`config.mk`:
```
export PLATFORM = sky130hd
export DESIGN_NAME = btn_debounce
export DESIGN_NICKNAME = d
export VERILOG_FILES = /design/src/rtl/btn_debounce.sv
export SDC_FILE = /design/constraint.sdc
export NUM_CORES = 1
export LEC_CHECK = 0
export CAP_MARGIN = 20
export CELL_PAD_IN_SITES_DETAIL_PLACEMENT = 2
export CELL_PAD_IN_SITES_GLOBAL_PLACEMENT = 2
export CORE_MARGIN = 1
export CORE_UTILIZATION = 37
export DETAILED_ROUTE_END_ITERATION = 8
export PLACE_DENSITY = 0.74
export SYNTH_ARGS = -nofsm -noshare
export SYNTH_HDL_FRONTEND = slang
export SYNTH_SLANG_ARGS = --single-unit
export TNS_END_PERCENT = 30
```
`constraint.sdc`:
```
create_clock -name clk -period 2.04 [get_ports clk]
set_input_delay 0.612 -clock clk [delete_from_list [all_inputs] [get_ports clk]]
set_output_delay 0.612 -clock clk [all_outputs]
set_load 0.03 [all_outputs]
```
`src/rtl/btn_debounce.sv`:
```
// btn_debounce: per-button synchroniser, debounce FSM and press/release pulse
// generator sharing one millisecond-style tick prescaler.
// Optional auto-repeat of press pulses while a button is held is enabled by
// defining BTN_AUTOREPEAT_EN. The release pulse port is named release_p
// because "release" is a reserved word in SystemVerilog.
module btn_debounce #(
  parameter int NBTN         = 2,
  parameter int TICK_DIV     = 500,
  parameter int DB_TICKS     = 20,
  parameter int REPEAT_DELAY = 500,
  parameter int REPEAT_RATE  = 100
) (
  input  logic            clk,
  input  logic            reset,
  input  logic [NBTN-1:0] btn_n,
  output logic [NBTN-1:0] level,
  output logic [NBTN-1:0] press,
  output logic [NBTN-1:0] release_p,
  output logic            tick
);

  localparam int PW = $clog2(TICK_DIV);
  localparam int CW = $clog2(DB_TICKS + 1);

  // Elaboration-time parameter legality checks
  if (NBTN < 1)         $error("btn_debounce: NBTN must be >= 1");
  if (TICK_DIV < 2)     $error("btn_debounce: TICK_DIV must be >= 2");
  if (DB_TICKS < 1)     $error("btn_debounce: DB_TICKS must be >= 1");
  if (REPEAT_DELAY < 1) $error("btn_debounce: REPEAT_DELAY must be >= 1");
  if (REPEAT_RATE < 1)  $error("btn_debounce: REPEAT_RATE must be >= 1");

  typedef enum logic [1:0] {
    ST_RELEASED  = 2'd0,
    ST_CONFIRM_P = 2'd1,
    ST_PRESSED   = 2'd2,
    ST_CONFIRM_R = 2'd3
  } state_t;

  logic [NBTN-1:0] sync1_r;
  logic [NBTN-1:0] sync2_r;
  logic [NBTN-1:0] sp_s;
  logic [PW-1:0]   presc_r;
  logic            tick_r;

  state_t          state_r [NBTN];
  state_t          state_s [NBTN];
  logic [CW-1:0]   cnt_r   [NBTN];
  logic [CW-1:0]   cnt_s   [NBTN];

  logic [NBTN-1:0] level_s;
  logic [NBTN-1:0] press_s;
  logic [NBTN-1:0] release_s;
  logic [NBTN-1:0] rep_pulse_s;
  logic [NBTN-1:0] level_r;
  logic [NBTN-1:0] press_r;
  logic [NBTN-1:0] release_r;

  // Two-FF synchroniser; resets to the released (high) pad level
  always_ff @(posedge clk or posedge reset) begin
    if (reset) begin
      sync1_r <= '1;
      sync2_r <= '1;
    end else begin
      sync1_r <= btn_n;
      sync2_r <= sync1_r;
    end
  end

  assign sp_s = ~sync2_r;

  // Prescaler 0..TICK_DIV-1 with a registered one-cycle tick after the wrap value
  always_ff @(posedge clk or posedge reset) begin
    if (reset) begin
      presc_r <= '0;
      tick_r  <= 1'b0;
    end else begin
      tick_r <= (presc_r == PW'(TICK_DIV - 1));
      if (presc_r == PW'(TICK_DIV - 1)) begin
        presc_r <= '0;
      end else begin
        presc_r <= presc_r + PW'(1);
      end
    end
  end

  // Debounce next-state logic; a bounce (sp disagreeing) wins over a tick
  always_comb begin
    for (int i = 0; i < NBTN; i++) begin
      state_s[i]   = state_r[i];
      cnt_s[i]     = cnt_r[i];
      press_s[i]   = 1'b0;
      release_s[i] = 1'b0;
      case (state_r[i])
        ST_RELEASED: begin
          if (sp_s[i]) begin
            state_s[i] = ST_CONFIRM_P;
            cnt_s[i]   = '0;
          end else begin
            state_s[i] = ST_RELEASED;
          end
        end
        ST_CONFIRM_P: begin
          if (!sp_s[i]) begin
            state_s[i] = ST_RELEASED;
          end else if (tick_r) begin
            if (cnt_r[i] == CW'(DB_TICKS - 1)) begin
              state_s[i] = ST_PRESSED;
              cnt_s[i]   = '0;
              press_s[i] = 1'b1;
            end else begin
              cnt_s[i] = cnt_r[i] + CW'(1);
            end
          end else begin
            cnt_s[i] = cnt_r[i];
          end
        end
        ST_PRESSED: begin
          if (!sp_s[i]) begin
            state_s[i] = ST_CONFIRM_R;
            cnt_s[i]   = '0;
          end else begin
            state_s[i] = ST_PRESSED;
          end
        end
        ST_CONFIRM_R: begin
          if (sp_s[i]) begin
            state_s[i] = ST_PRESSED;
          end else if (tick_r) begin
            if (cnt_r[i] == CW'(DB_TICKS - 1)) begin
              state_s[i]   = ST_RELEASED;
              cnt_s[i]     = '0;
              release_s[i] = 1'b1;
            end else begin
              cnt_s[i] = cnt_r[i] + CW'(1);
            end
          end else begin
            cnt_s[i] = cnt_r[i];
          end
        end
        default: begin
          state_s[i] = ST_RELEASED;
          cnt_s[i]   = '0;
        end
      endcase
      level_s[i] = (state_s[i] == ST_PRESSED) || (state_s[i] == ST_CONFIRM_R);
    end
  end

`ifdef BTN_AUTOREPEAT_EN
  localparam int RMAX = (REPEAT_DELAY > REPEAT_RATE) ? REPEAT_DELAY : REPEAT_RATE;
  localparam int RW   = $clog2(RMAX + 1);

  logic [RW-1:0]   rep_cnt_r [NBTN];
  logic [RW-1:0]   rep_cnt_s [NBTN];
  logic [NBTN-1:0] rep_first_r;
  logic [NBTN-1:0] rep_first_s;

  // Auto-repeat timing: initial delay, then fixed rate; pulses only while staying PRESSED
  always_comb begin
    for (int i = 0; i < NBTN; i++) begin
      rep_cnt_s[i]   = rep_cnt_r[i];
      rep_first_s[i] = rep_first_r[i];
      rep_pulse_s[i] = 1'b0;
      if ((state_r[i] == ST_CONFIRM_P) && (state_s[i] == ST_PRESSED)) begin
        rep_cnt_s[i]   = '0;
        rep_first_s[i] = 1'b0;
      end else if (((state_r[i] == ST_PRESSED) || (state_r[i] == ST_CONFIRM_R)) && tick_r) begin
        if (!rep_first_r[i]) begin
          if (rep_cnt_r[i] == RW'(REPEAT_DELAY - 1)) begin
            rep_cnt_s[i]   = '0;
            rep_first_s[i] = 1'b1;
            rep_pulse_s[i] = (state_s[i] == ST_PRESSED);
          end else begin
            rep_cnt_s[i] = rep_cnt_r[i] + RW'(1);
          end
        end else begin
          if (rep_cnt_r[i] == RW'(REPEAT_RATE - 1)) begin
            rep_cnt_s[i]   = '0;
            rep_pulse_s[i] = (state_s[i] == ST_PRESSED);
          end else begin
            rep_cnt_s[i] = rep_cnt_r[i] + RW'(1);
          end
        end
      end else begin
        rep_cnt_s[i] = rep_cnt_r[i];
      end
    end
  end

  // Auto-repeat counter registers
  always_ff @(posedge clk or posedge reset) begin
    if (reset) begin
      for (int i = 0; i < NBTN; i++) begin
        rep_cnt_r[i] <= '0;
      end
      rep_first_r <= '0;
    end else begin
      for (int i = 0; i < NBTN; i++) begin
        rep_cnt_r[i] <= rep_cnt_s[i];
      end
      rep_first_r <= rep_first_s;
    end
  end
`else
  assign rep_pulse_s = '0;
`endif

  // FSM state, confirm counters and registered level/pulse outputs
  always_ff @(posedge clk or posedge reset) begin
    if (reset) begin
      for (int i = 0; i < NBTN; i++) begin
        state_r[i] <= ST_RELEASED;
        cnt_r[i]   <= '0;
      end
      level_r   <= '0;
      press_r   <= '0;
      release_r <= '0;
    end else begin
      for (int i = 0; i < NBTN; i++) begin
        state_r[i] <= state_s[i];
        cnt_r[i]   <= cnt_s[i];
      end
      level_r   <= level_s;
      press_r   <= press_s | rep_pulse_s;
      release_r <= release_s;
    end
  end

  assign level     = level_r;
  assign press     = press_r;
  assign release_p = release_r;
  assign tick      = tick_r;

endmodule

```
==> results of run 1 <==
[per-layer routing]
layer | vias to the layer above | GRT usage [%]
li1 | 489 | -
met1 | 506 | 20.14
met2 | 12 | 30.85
met3 | 8 | 4.286
met4 | 0 | 7.670
met5 | - | 0
[worst register-to-register path, stage by stage (launching register included)]
cell,delay (ns)
dfrtp_1,0.41
ha_1,0.23
nor4bb_1,0.39
and3_1,0.31
nor3b_1,0.23
[layout make-up]
type,instances,area (sq um)
fill,400,2014
timing repair buffer,11,110.1
multi-input combinational,90,556.8
clock inverter,3,17.52
inverter,8,30.03
sequential,33,830.8
clock buffer,5,68.82
tap,48,60.06
[metrics by stage]
step / power (mW) / utilization, % / instance area [sq um] / worst slack [ns]
2_1_floorplan: 0.7320 / - / 1425 / 0.5072
3_3_place_gp: 0.7498 / 42.98 / 1585 / 0.3638
3_5_place_dp: 0.7585 / 42.98 / 1585 / 0.3378
4_1_cts: 1.251 / 45.32 / 1672 / 0.01741
5_1_grt: 1.282 / 45.39 / 1674 / 0.001183
6_report: 1.236 / 45.39 / 1674 / 0.04421
[state kept, by name, summed over array words and instances (netlist names)]
register and count:
sync1_r 2, presc_r 9, level 2, state_r 3
cnt_r 10, tick 1, release_p 2, press 2
sync2_r 2
[how the worst max path moves through the flow]
stage / slack, ns / startpoint / end / cells after the start
6_report: 0.04 / tick / tick / 1
5_1_grt: 0.001 / tick / tick / 1
4_1_cts: 0.02 / level[1] / level[1] / 1
3_5_place_dp: 0.34 / level[1] / level[1] / 1
3_3_place_gp: 0.36 / tick / tick / 1
2_1_floorplan: 0.51 / tick / cnt_r[3] / 4
[synth_stat cells]
cell      instances  area share (%)
a21o_1            1            0.53
nor2b_1           7             3.1
a31oi_1           1            0.44
o21ai_0          10             3.5
buf_4             1            0.53
nor3b_1           2             1.1
and4_1            1            0.61
nor4bb_1          1            0.70
or3b_2            1            0.61
a22oi_1           1            0.53
nand2b_1          2            0.88
and2_1            1            0.44
o211ai_1          1            0.53
a21oi_1           4             1.4
nand2_1          14             3.7
nand4_1           2            0.88
ha_1              3             2.6
o21ai_1           2            0.70
o311ai_0          1            0.61
nand3_1           6             2.1
nor4_2            1            0.88
dfstp_2           4             7.4
and4bb_2          1            0.88
xnor2_1           4             2.5
or3b_4            1            0.79
o31ai_1           3             1.6
inv_1             8             2.1
dfrtp_1          29              51
xor2_1            3             1.8
o221ai_1          1            0.61
nor2_1           11             2.9
o31ai_2           1            0.88
and3_1            3             1.3
[power breakdown]
part	total (mW)	internal [mW]	switching (mW)
clock network	0.493	0.235	0.258
logic	0.0546	0.0214	0.0332
registers	0.688	0.672	0.0162
[kinds of logic (layout without fill, tap and decap cells)]
logic type                 Yosys count  after routing
DFF                                 33             33
xor gates and xnor gates             7              7
and+or+nand+nor                     54             54
buffers and inverters                9             27
AOI/OAI and AO/OA                   26             26
adders and majority gates            3              3
==> results.py, run 1 <==
metrics = {
    "synthesis": {
        "yosysWarnings": 0,
        "yosysSeqAreaShare_pct": 58.30,
        "synth_top_family_by_area": "simple AND/OR/NAND/NOR gates",
        "syn_nets": 139,
        "synth_mux_area_share_pct": 0,
        "synth_cells": 132,
        "netlist_area_sq_mm": 0.001425,
        "synth_simple_gate_area_share_pct": 20.81,
        "syn_area_per_cell_sq_um": 10.80,
        "ys_types": 33,
        "synth_xor_area_share_pct": 4.302,
        "ys_ff_latch": 33,
        "synthAdderAreaFrac_pct": 2.634,
        "synth_compound_area_share_pct": 11.33,
    },
    "floorplan": {
        "core_sq_mm": 0.003689,
        "std_cell_rows": 22,
        "die_x_microns": 64.06,
        "die_y_microns": 64.06,
        "ios": 11,
        "die_area_sq_mm": 0.004104,
        "start_util_pct": 38.64,
    },
    "finish": {
        "nets": 156,
        "final_layout_size_suffix_gt1_share_pct": 12.00,
        "diodes": 0,
        "synthToLayoutAreaGrowth_pct": 17.47,
        "stdcell_count": 198,
        "final_cell_mix": "29 x dfrtp_1, 14 x nand2_1, 11 x nor2_1, 10 x o21ai_0, 9 x clkdlybuf4s50_1",
        "layout_commonest_cell": "dfrtp_1",
    },
    "worst_setup_path": {
        "crit_family": "buffers and inverters",
        "timing.rr.end": "press[1]",
        "r2r_slack_ns": 0.37,
        "worstSetupEndpointType": "output port",
        "startpoint_type": "register",
        "crit_required_ns": 1.43,
        "critPathArrivalTime_ns": 1.38,
        "path_max_fanout": 5,
        "crit_path_top_delay_cell": "clkdlybuf4s50_1",
        "crit_chain": "clkdlybuf4s50_1",
        "worst-path-buf-inv": 1,
        "worst-setup-path-type": "reg2out",
        "slowest_delay_ns": 0.69,
        "reg2reg_from": "cnt_r[0]",
        "reg2reg_depth": 4,
    },
    "routing": {
        "drtAntennaViolNets": 0,
        "wire_per_inst_microns": 15.69,
        "vias": 1015,
        "wl_met3_microns": 78,
        "top_layer": "met4",
        "routedLengthMet1_microns": 1374,
        "vias_per_cell": 5.126,
        "drtPass1Iterations": 4,
        "wl_met2_microns": 1590,
        "drc": 0,
        "routed_wl_microns": 3106,
        "drt_iter0_drc": 30,
    },
    "cts": {
        "insertion_delay_ns": 0.29,
        "cts_made_buffers": 5,
        "cts_tree": "done",
        "clk_pin_slew_ns": 0.08,
        "cts_max_level": 2,
        "clkSinkCount": 33,
        "post_cts_resize_count": 0,
        "clockBufferDepth": 2,
        "clockRootBuffer": "clkbuf_8",
        "post_cts_buffers": 0,
        "ctsHoldBuffers": 0,
    },
    "sta": {
        "tightestPinTransition_ns": 0.6668,
        "whs_ns": 0.3572,
        "rsz0062_at_grt": "no",
        "hold_viol": 0,
        "fin_setup_tns_ns": 0,
        "min_period_ns": 1.996,
        "period_share_pct": 97.83,
        "slew_headroom_pct": 55.07,
        "finalMaxSlewViolations": 0,
        "setup_viol": 0,
        "fmax_mhz": 501.1,
        "fin_skew_ns": 0.006085,
    },
    "hold_path": {
        "hold_end": "sync2_r[0]",
        "min-delay-start": "sync1_r[0]",
        "hold_depth": 0,
        "holdCritPathClass": "reg2reg",
    },
    "place": {
        "hpwl_microns": 2204,
        "place_congestion": 0.7327,
        "io_buffers": 10,
        "dpl.cell_count": 190,
    },
    "job": {
        "maxCapViolCount": 0,
    },
    "global_routing": {
        "grt_usage_pct": 17.59,
        "grt_pass1_wl_microns": 5347,
        "grt_pass1_vias": 1136,
        "antenna_found_initial": 0,
        "grt_overflow": 0,
        "grt_max_degree": 34,
    },
    "status": {
        "outcome": "complete, no violations",
    },
    "power": {
        "p_leak_nw": 0.7349,
        "power_density_mw_per_mm2": 738.5,
        "ir_drop_v": 0.0003114,
    },
}
Power figures use the tool's default switching activity.
==> run 2, diff against run 1 <==
SKIP_LAST_GASP = 1   (was not set)
==> results of run 2 <==
No change in the layout: final DEF, timing and power equal those of run 1.
